### config.mk
export PLATFORM = sky130hd
export DESIGN_NAME = param_proc_core
export DESIGN_NICKNAME = d
export VERILOG_FILES = /design/src/rtl/proc_pkg.sv /design/src/rtl/proc_reg_file.sv /design/src/rtl/param_proc_core.sv
export SDC_FILE = /design/constraint.sdc
export NUM_CORES = 1
export LEC_CHECK = 0
export CAP_MARGIN = 20
export CORE_AREA = 4 4 156 158
export CTS_BUF_LIST = sky130_fd_sc_hd__clkbuf_4
export CTS_CLUSTER_DIAMETER = 200
export DETAILED_ROUTE_END_ITERATION = 12
export DIE_AREA = 0 0 160 162
export PLACE_DENSITY_LB_ADDON = 0.08
export SYNTH_ARGS = -nofsm -noshare
export SYNTH_HDL_FRONTEND = slang
export SYNTH_SLANG_ARGS = --single-unit
### constraint.sdc
create_clock -name clk -period 3.7 [get_ports clk]
set_clock_uncertainty 0.15 [all_clocks]
set_input_delay 0.925 -clock clk [delete_from_list [all_inputs] [get_ports clk]]
set_output_delay 0.925 -clock clk [all_outputs]
set_load 0.01 [all_outputs]
### src/rtl/proc_pkg.sv
// Shared encodings for the parameterised processor core: FSM states,
// opcodes, condition codes and the small decode helpers used by the top.
package proc_pkg;

    localparam int NUM_REGS = 8;
    localparam int REG_AW   = 3;

    typedef enum logic [2:0] {
        ST_IDLE,
        ST_FETCH,
        ST_DECODE,
        ST_EXEC,
        ST_MEM,
        ST_WB,
        ST_HALT
    } state_t;

    // Undefined opcodes (1001, 1010, 1111) decode as NOP.
    typedef enum logic [3:0] {
        OP_ADD  = 4'b0000,
        OP_SUB  = 4'b0001,
        OP_AND  = 4'b0010,
        OP_OR   = 4'b0011,
        OP_XOR  = 4'b0100,
        OP_LSL1 = 4'b0101,
        OP_LSR1 = 4'b0110,
        OP_MOVI = 4'b0111,
        OP_HLT  = 4'b1000,
        OP_CMP  = 4'b1011,
        OP_B    = 4'b1100,
        OP_LDR  = 4'b1101,
        OP_STR  = 4'b1110
    } opcode_t;

    typedef enum logic [1:0] {
        CC_AL = 2'b00,
        CC_EQ = 2'b01,
        CC_GE = 2'b10,
        CC_LT = 2'b11
    } cond_t;

    typedef struct packed {
        logic z;
        logic n;
        logic c;
        logic v;
    } flags_t;

    function automatic logic cond_pass(input logic [1:0] cc, input flags_t f);
        case (cc)
            CC_AL:   return 1'b1;
            CC_EQ:   return f.z;
            CC_GE:   return f.n == f.v;
            default: return f.n != f.v;
        endcase
    endfunction

    // Opcodes that go through EXEC (includes MOVI and CMP).
    function automatic logic is_exec_op(input logic [3:0] op);
        return (op <= OP_MOVI) || (op == OP_CMP);
    endfunction

    // Opcodes whose EXEC cycle updates the flag register.
    function automatic logic is_flag_op(input logic [3:0] op);
        return (op <= OP_LSR1) || (op == OP_CMP);
    endfunction

endpackage

### src/rtl/proc_reg_file.sv
// 8-entry register file: two combinational read ports, one synchronous
// write port, asynchronous clear.
module proc_reg_file
    import proc_pkg::*;
#(
    parameter int DATA_W = 16
) (
    input  logic              clk,
    input  logic              rst_n,
    input  logic [REG_AW-1:0] ra_addr,
    output logic [DATA_W-1:0] ra_data,
    input  logic [REG_AW-1:0] rb_addr,
    output logic [DATA_W-1:0] rb_data,
    input  logic              we,
    input  logic [REG_AW-1:0] waddr,
    input  logic [DATA_W-1:0] wdata
);

    logic [NUM_REGS-1:0][DATA_W-1:0] regs;

    always_ff @(posedge clk or negedge rst_n) begin
        if (!rst_n) begin
            regs <= '0;
        end else if (we) begin
            regs[waddr] <= wdata;
        end
    end

    assign ra_data = regs[ra_addr];
    assign rb_data = regs[rb_addr];

endmodule

### src/rtl/param_proc_core.sv
// Multi-cycle 16-bit-instruction processor core: FETCH/DECODE/EXEC/MEM/WB
// sequencing, inline ALU with NZCV flags, and a req/ack data-memory port.
module param_proc_core
    import proc_pkg::*;
#(
    parameter int DATA_W = 16,
    parameter int PC_W   = 8,
    parameter int MEM_AW = 7
) (
    input  logic              clk,
    input  logic              rst_n,
    input  logic              start,
    input  logic [15:0]       instr_data,
    input  logic              instr_vld,
    output logic              instr_req,
    output logic [PC_W-1:0]   pc,
    output logic              mem_req,
    output logic              mem_we,
    output logic [MEM_AW-1:0] mem_addr,
    output logic [DATA_W-1:0] mem_wdata,
    input  logic [DATA_W-1:0] mem_rdata,
    input  logic              mem_ack,
    output logic [DATA_W-1:0] result,
    output logic              zero,
    output logic              negative,
    output logic              overflow,
    output logic              carry,
    output logic              halted
);

    localparam int MSB = DATA_W - 1;

    state_t            state, state_nxt;
    logic [15:0]       ir;
    logic [DATA_W-1:0] a_val, b_val, wb_data;
    logic [DATA_W-1:0] rf_a, rf_b;
    flags_t            flags;

    logic [1:0]        f_cond;
    logic [3:0]        f_op;
    logic [REG_AW-1:0] f_dest, f_op1, f_op2, rb_sel;
    logic [6:0]        f_imm;
    logic              cc_ok;

    assign f_cond = ir[15:14];
    assign f_op   = ir[13:10];
    assign f_dest = ir[9:7];
    assign f_op1  = ir[6:4];
    assign f_op2  = ir[3:1];
    assign f_imm  = ir[6:0];
    assign cc_ok  = cond_pass(f_cond, flags);
    // STR sources its store data from the dest field.
    assign rb_sel = (f_op == OP_STR) ? f_dest : f_op2;

    proc_reg_file #(.DATA_W(DATA_W)) u_rf (
        .clk     (clk),
        .rst_n   (rst_n),
        .ra_addr (f_op1),
        .ra_data (rf_a),
        .rb_addr (rb_sel),
        .rb_data (rf_b),
        .we      (state == ST_WB),
        .waddr   (f_dest),
        .wdata   (wb_data)
    );

    // ---------------- ALU ----------------
    logic [DATA_W-1:0] alu_r;
    logic              alu_c, alu_v;
    logic [DATA_W:0]   sum, diff;

    assign sum  = {1'b0, a_val} + {1'b0, b_val};
    assign diff = {1'b0, a_val} - {1'b0, b_val};

    always_comb begin
        alu_r = '0;
        alu_c = 1'b0;
        alu_v = 1'b0;
        case (f_op)
            OP_ADD: begin
                alu_r = sum[MSB:0];
                alu_c = sum[DATA_W];
                alu_v = (a_val[MSB] == b_val[MSB]) && (alu_r[MSB] != a_val[MSB]);
            end
            OP_SUB, OP_CMP: begin
                alu_r = diff[MSB:0];
                alu_c = ~diff[DATA_W];
                alu_v = (a_val[MSB] != b_val[MSB]) && (alu_r[MSB] != a_val[MSB]);
            end
            OP_AND:  alu_r = a_val & b_val;
            OP_OR:   alu_r = a_val | b_val;
            OP_XOR:  alu_r = a_val ^ b_val;
            OP_LSL1: begin
                alu_r = {a_val[MSB-1:0], 1'b0};
                alu_c = a_val[MSB];
            end
            OP_LSR1: begin
                alu_r = {1'b0, a_val[MSB:1]};
                alu_c = a_val[0];
            end
            OP_MOVI: alu_r = DATA_W'(f_imm);
            default: ;
        endcase
    end

    // ---------------- FSM ----------------
    always_ff @(posedge clk or negedge rst_n) begin
        if (!rst_n) state <= ST_IDLE;
        else        state <= state_nxt;
    end

    always_comb begin
        state_nxt = state;
        case (state)
            ST_IDLE:   if (start) state_nxt = ST_FETCH;
            ST_FETCH:  if (instr_vld) state_nxt = ST_DECODE;
            ST_DECODE: begin
                if (!cc_ok)                               state_nxt = ST_FETCH;
                else if (f_op == OP_HLT)                  state_nxt = ST_HALT;
                else if (f_op == OP_LDR || f_op == OP_STR) state_nxt = ST_MEM;
                else if (is_exec_op(f_op))                state_nxt = ST_EXEC;
                else                                      state_nxt = ST_FETCH;
            end
            ST_EXEC:   state_nxt = (f_op == OP_CMP) ? ST_FETCH : ST_WB;
            ST_MEM:    if (mem_ack) state_nxt = (f_op == OP_STR) ? ST_FETCH : ST_WB;
            ST_WB:     state_nxt = ST_FETCH;
            ST_HALT:   if (start) state_nxt = ST_FETCH;
            default:   state_nxt = ST_IDLE;
        endcase
    end

    always_comb begin
        instr_req = (state == ST_FETCH);
        mem_req   = (state == ST_MEM);
        mem_we    = (state == ST_MEM) && (f_op == OP_STR);
        halted    = (state == ST_HALT);
    end

    // ---------------- Datapath registers ----------------
    always_ff @(posedge clk or negedge rst_n) begin
        if (!rst_n) begin
            ir      <= '0;
            pc      <= '0;
            a_val   <= '0;
            b_val   <= '0;
            wb_data <= '0;
            flags   <= '0;
            result  <= '0;
        end else begin
            case (state)
                ST_FETCH: if (instr_vld) ir <= instr_data;
                ST_DECODE: begin
                    a_val <= rf_a;
                    b_val <= rf_b;
                    pc    <= (cc_ok && f_op == OP_B) ? PC_W'(f_imm) : pc + PC_W'(1);
                end
                ST_EXEC: begin
                    wb_data <= alu_r;
                    if (is_flag_op(f_op)) begin
                        flags.z <= (alu_r == '0);
                        flags.n <= alu_r[MSB];
                        flags.c <= alu_c;
                        flags.v <= alu_v;
                    end
                end
                ST_MEM:  if (mem_ack && f_op == OP_LDR) wb_data <= mem_rdata;
                ST_WB:   result <= wb_data;
                default: ;
            endcase
        end
    end

    assign mem_addr  = a_val[MEM_AW-1:0];
    assign mem_wdata = b_val;
    assign zero      = flags.z;
    assign negative  = flags.n;
    assign carry     = flags.c;
    assign overflow  = flags.v;

endmodule

==> results of run 1 <==
[sequential cells by signal, summed over array words and instances, names as in the netlist, 3 cells and up]
register / count
a_val: 16
ir: 16
mem_wdata: 16
pc: 8
result: 16
state: 3
u_rf.regs: 128
wb_data: 16
[timing repair]
action | CTS | global route
setup endpoints to repair | 1 | 5
resized for setup | 2 | 5
hold buffers | 0 | 0
setup buffers | 1 | 0
[logic make-up (layout without fill, tap and decap cells)]
group,count (synthesis),in the layout,share of synthesized area
AO/OA/AOI/OAI,255,255,0.125
XOR/XNOR,8,8,0.00501
adder cells (fa/ha/maj),56,56,0.0511
buffers and inverters,158,296,0.0522
flip-flops,223,223,0.399
multiplexers,271,271,0.265
other,0,1,0
AND/OR/NAND/NOR,308,308,0.103
[worst min path at each step]
stage               cells after the start     startpoint  slack, ns       endpoint
finish                                  1          rst_n       0.07          pc[0]
floorplan                               1  u_rf.regs[21]       0.34  u_rf.regs[21]
detailed placement                      2     result[10]       0.32     result[10]
global placement                        2      result[1]       0.31      result[1]
CTS                                     1          rst_n       0.07          pc[1]
global route                            1          rst_n       0.10          pc[0]
[stage by stage]
stage	power, W	std cells
5_1_grt	0.0127	1708
6_report	0.0119	1708
3_3_place_gp	0.00978	1610
4_1_cts	0.0119	1707
2_1_floorplan	0.00777	1279
3_5_place_dp	0.00987	1610
[power breakdown]
group	switching, W	total [W]	internal (W)
combinational	0.00341	0.00617	0.00277
sequential	0.000787	0.00381	0.00303
clock	0.000995	0.00194	0.000950
total	0.00519	0.0119	0.00675
[cell usage after synthesis (5+ instances only)]
| cell | number |
|---|---|
| dfrtp_1 | 223 |
| mux2_2 | 147 |
| nand2_1 | 144 |
| o21ai_0 | 72 |
| mux4_2 | 65 |
| nor2_1 | 60 |
| mux2i_1 | 57 |
| ha_1 | 54 |
| clkbuf_1 | 51 |
| inv_1 | 51 |
| a21oi_1 | 41 |
| buf_4 | 20 |
| buf_2 | 18 |
| nor3_1 | 18 |
| nand3_1 | 16 |
| o21ai_1 | 16 |
| a221oi_1 | 15 |
| nor2b_1 | 12 |
| nand2b_1 | 11 |
| a22oi_1 | 9 |
| buf_1 | 9 |
| a211oi_1 | 8 |
| a21o_1 | 8 |
| and2_1 | 7 |
| o211ai_1 | 7 |
| o31ai_1 | 7 |
| xnor2_1 | 7 |
| and3_1 | 5 |
| buf_6 | 5 |
| o22ai_1 | 5 |
| o311ai_0 | 5 |
[cell usage in the layout, fill, tap and decap left out, types with 5 or more instances in the layout]
cell type,n
a211oi_1,7
a21o_1,8
a21oi_1,39
a221oi_1,15
a22oi_1,9
and2_1,7
and3_1,5
buf_12,7
buf_4,49
clkbuf_4,76
clkdlybuf4s50_1,90
clkinv_1,15
dfrtp_1,221
ha_1,54
inv_1,51
mux2_2,147
mux2i_1,54
mux4_2,65
nand2_1,144
nand2b_1,10
nand3_1,15
nor2_1,60
nor2b_1,12
nor3_1,17
o211ai_1,7
o21ai_0,72
o21ai_1,15
o22ai_1,5
o311ai_0,5
o31ai_1,7
xnor2_1,7
[per-layer routing]
| layer | track usage | share of wire |
|---|---|---|
| met4 | 0.115 | 0.031 |
| met5 | 0 | 0 |
| met3 | 0.0609 | 0.080 |
| met2 | 0.484 | 0.46 |
| met1 | 0.438 | 0.43 |
[cell type report]
| type | count | area share |
|---|---|---|
| Multi-Input combinational cell | 898 | 0.485 |
| Sequential cell | 223 | 0.349 |
| Timing Repair Buffer | 147 | 0.0891 |
| Clock buffer | 76 | 0.0357 |
| Tap cell | 290 | 0.0227 |
| Inverter | 53 | 0.0124 |
| Clock inverter | 20 | 0.00548 |
| Antenna cell | 1 | 0.000157 |
==> run summary, run 1 <==
status: finished, final reports clean
Final Max Tran Viols: 0
Clock Tree Buf Depth: 3
family with the most delay on the worst path: simple AND/OR/NAND/NOR gates
final setup vio count: 0
CTS tree: yes
die width: 160 µm
initial antenna violation count: 1
Crit. path cell count: 4
Skew-Pair Late Insertion Delay: 0.68 ns
Final GP Congestion: 0.979
Hold Crit Class: input port to asynchronous set/reset pin
drt pass-1 iters: 7
crit-path max cell delay: 0.56 ns
antenna viol nets, final: 0
crit end category: primary output
WL final: 39600 µm
kind of start point of the critical path: register
synthesized area: 0.0140 mm²
worst reg2reg endpoint: zero
Worst Reg-to-Reg Cells: 13
Final period util: 0.960
area of the multi-input gates: 0.00775 mm²
Total GRT Usage: 0.310
site row count: 56
Seq cells post-synth: 223
# nets final: 1473
Area Overhead vs Synth: 14.2%
DIE HEIGHT: 162 µm
largest net degree at the start of global routing: 82
setup ws final: 0.148 ns
R2R Setup Slk: 0.21 ns
Mapped Cells: 1279
synth top area cells: dfrtp_1, mux2_2, mux4_2
drt first-iter violations: 1011
Final Critical Period: 3.55 ns
Max Cap Viol: 0
wire per inst: 23.2 µm
clock transition at the registers of the reported paths: 0.07 ns
# DRC: 0
Total Die Area: 0.0259 mm²
register area: 0.00558 mm²
Synth async-reset ratio: 1.00
end of the critical path: mem_we
Setup WS pre-CTS: 0.146 ns
setup TNS: 0 ns
VDD IR max: 415 µV
Hold WS: 0.0674 ns
CORE AREA: 0.0231 mm²
starting density of the core: 0.605
Buffers on Ports: 91
root buffer cell: clkbuf_4
Syn Area/Cell: 10.9 µm²
fill count: 1768
Placed Area: 0.0153 mm²
first-pass GRT wire length: 63200 µm
number of CTS-inserted buffers: 57
Slowest cell on crit path: dfrtp_1
Reg2Reg Launch Point: a_val[0]
RSZ-0062 raised after global routing: no
final core utilization: 0.691
vias in the first global route: 11200
Power Density: 747 mW/mm²
total grt overflow: 0
WP data arrival: 2.48 ns
IO Count: 92
CP startpoint: ir[10]
Synth Net Count: 1372
layout cells sized above 1: 0.276
share of the synthesized area in the top cell type: 0.399
yosys synthesis warning count: 0
Leak: 7.20 nW
Seq/Total Area, Yosys: 0.399
Post-DP HPWL: 27700 µm
routed vias/inst: 6.39
post-route cell area: 0.0160 mm²
Fin. Hold Viols: 0
H-tree levels: 2
Yosys top cell by area: dfrtp_1
unique cell type count in the Yosys netlist: 83
Worst slew margin: 0.294
clk sinks: 223
CP Cell Sequence: nor2b_4 -> nand3_2 -> nor2_1 -> clkdlybuf4s50_1
Synth Flop Type: dfrtp_1
fmax: 282 MHz
Crit Path Class: register to primary output
number of flops mapped to enable cells by yosys: 0
Worst EP required: 2.62 ns
Least-Margin Pin Slew: 1.05 ns
Crit Path Max Fanout: 12
CP bufs+invs: 1
vias post-DR: 10900
Power figures use the tool's default switching activity.
==> run 2, diff against run 1 <==
Settings changed: MAX_ROUTING_LAYER set to met4.
==> run summary, run 2 (synthesis results as in run 1) <==
NetSw: 0.00523 W (was 0.00519 W)
WP data arrival: 4.01 ns (was 2.48 ns)
starting density of the core: 0.605 (unchanged)
initial antenna violation count: 1 (unchanged)
vias in the first global route: 11200 (about the same)
Final period util: 0.965 (was 0.960)
die width: 160 µm (unchanged)
root buffer cell: clkbuf_4 (unchanged)
IO Count: 92 (unchanged)
drt first-iter violations: 876 (was 1011)
antenna viol nets, final: 0 (unchanged)
Total GRT Usage: 0.317 (was 0.310)
routed vias/inst: 6.38 (was 6.39)
fmax: 280 MHz (was 282 MHz)
clock transition at the registers of the reported paths: 0.07 ns (about the same)
CP Cell Sequence: inv_1 -> ha_1 -> inv_1 -> fa_1 -> nor2b_1 -> o21ai_1 -> and3_4 -> o21ai_1 -> a221o_1 -> a221oi_2 -> nand4bb_1 -> or4_4 -> o31ai_2 (was nor2b_4 -> nand3_2 -> nor2_1 -> clkdlybuf4s50_1)
max FFs per register: 128 (unchanged)
setup TNS: 0 ns (unchanged)
commonest non-fill, non-tap cell in the layout: dfrtp_1 (unchanged)
post-route cell area: 0.0161 mm² (was 0.0160 mm²)
clock network power share: 0.175 (was 0.163)
final core utilization: 0.697 (was 0.691)
WL final: 39800 µm (was 39600 µm)
total power draw: 0.0122 W (was 0.0119 W)
Placed Area: 0.0153 mm² (about the same)
# DRC: 0 (unchanged)
Final Max Tran Viols: 0 (unchanged)
total grt overflow: 0 (unchanged)
Max Cap Viol: 0 (unchanged)
number of CTS-inserted buffers: 60 (was 57)
commonest non-fill, non-tap cells in the layout: dfrtp_1, mux2_2, nand2_1 (unchanged)
crit-path max cell delay: 0.45 ns (was 0.56 ns)
drt pass-1 iters: 7 (unchanged)
Post-CTS Hold Buffers: 0 (unchanged)
Leak: 7.30 nW (was 7.20 nW)
first-pass GRT wire length: 63000 µm (was 63200 µm)
Hold Crit Class: input port to asynchronous set/reset pin (unchanged)
CTS tree: yes (unchanged)
Final GP Congestion: 0.971 (was 0.979)
Biggest register: u_rf.regs (unchanged)
VDD IR max: 440 µV (was 415 µV)
H-tree levels: 2 (unchanged)
Crit Path Class: register to register (was register to primary output)
Post-DP HPWL: 27900 µm (was 27700 µm)
vias post-DR: 11000 (was 10900)
CORE AREA: 0.0231 mm² (unchanged)
crit end category: register (was primary output)
clk sinks: 223 (unchanged)
Pint: 0.00693 W (was 0.00675 W)
status: finished, final reports clean (unchanged)
final cell count without fillers: 1727 (was 1708)
final setup vio count: 0 (unchanged)
Power Density: 755 mW/mm² (was 747 mW/mm²)
Clock Tree Buf Depth: 3 (unchanged)
Least-Margin Pin Slew: 1.03 ns (was 1.05 ns)
# nets final: 1484 (was 1473)
Sw Share: 0.430 (was 0.435)
Fin. Hold Viols: 0 (unchanged)
Crit Path Max Fanout: 6 (was 12)
Comb power frac: 0.514 (was 0.517)
site row count: 56 (unchanged)
Sequential Power Share: 0.311 (was 0.320)
Final Critical Period: 3.57 ns (was 3.55 ns)
Total Die Area: 0.0259 mm² (unchanged)
Area Overhead vs Synth: 15.1% (was 14.2%)
RSZ-0062 raised after global routing: no (unchanged)
largest net degree at the start of global routing: 85 (was 82)
Skew-Pair Late Insertion Delay: 0.69 ns (was 0.68 ns)
DIE HEIGHT: 162 µm (unchanged)
Worst EP required: 4.14 ns (was 2.62 ns)
Worst slew margin: 0.312 (was 0.294)
Slowest cell on crit path: dfrtp_2 (was dfrtp_1)
dpl cells: 1618 (was 1610)
kind of start point of the critical path: register (unchanged)
layout cells sized above 1: 0.288 (was 0.276)
Buffers on Ports: 91 (unchanged)
wire per inst: 23.0 µm (was 23.2 µm)
run 2: power groups by stage:
| stage | Sequential [W] | Combinational (W) | Clock, W |
|---|---|---|---|
| 5_1_grt | 0.00387 | 0.00670 | 0.00235 |
| 3_3_place_gp | 0.00377 | 0.00602 | 0 |
| 4_1_cts | 0.00376 | 0.00611 | 0.00219 |
| 3_5_place_dp | 0.00380 | 0.00606 | 0 |
| 2_1_floorplan | 0.00346 | 0.00431 | 0 |
| 6_report | 0.00378 | 0.00625 | 0.00213 |
run 2: area by class of cell:
cell class                      instances  area, µm²
Antenna cell                            1       2.50
Clock buffer                           88        661
Clock inverter                         19       86.3
Fill cell                            1776       7020
Inverter                               53        199
Multi-Input combinational cell        898       7760
Sequential cell                       223       5580
Tap cell                              290        363
Timing Repair Buffer                  155       1450
run 2: what timing repair did:
item	4_1_cts	5_1_grt
endpoints found under the hold margin	0	0
endpoints found under the setup margin	1	3
gates resized for setup	1	9
pin swaps	0	2
buffers inserted	1	0
run 2: per-layer routing:
layer / routed length, µm / track usage / vias to the layer above
li1: - / - / 4957
met1: 17200 / 0.431 / 5567
met2: 18900 / 0.497 / 412
met3: 2600 / 0.0525 / 81
met4: 1140 / 0.101 / 0
met5: 0 / - / -
run 2: critical path: cells and delay by family, from the launching register on:
family          cells  cell delay, ns
compound gates      5            1.18
fa+ha+maj           2            0.57
buf+inv             2            0.15
flops               1            0.45
simple gates        4            0.97
run 2: final timing paths:
check / start / endpoint / slack, ns / cells after the start
min in group clk: result[2] / result[2] / 0.33 / 2
setup reg to reg: a_val[0] / zero / 0.13 / 13
max in group asynchronous: rst_n / mem_wdata[12] / 2.48 / 2
hold / removal: rst_n / state[0] / 0.04 / 1
hold reg to reg: result[2] / result[2] / 0.33 / 2
setup / recovery: a_val[0] / zero / 0.13 / 13
run 2: stage by stage:
step | worst slack, ns | hold slack, ns
finish | 0.128 | 0.0432
global route | 0.00172 | 0.0675
CTS | 0.0207 | 0.0459
detailed placement | 0.181 | 0.314
global placement | 0.224 | 0.306
floorplan | 0.551 | 0.341
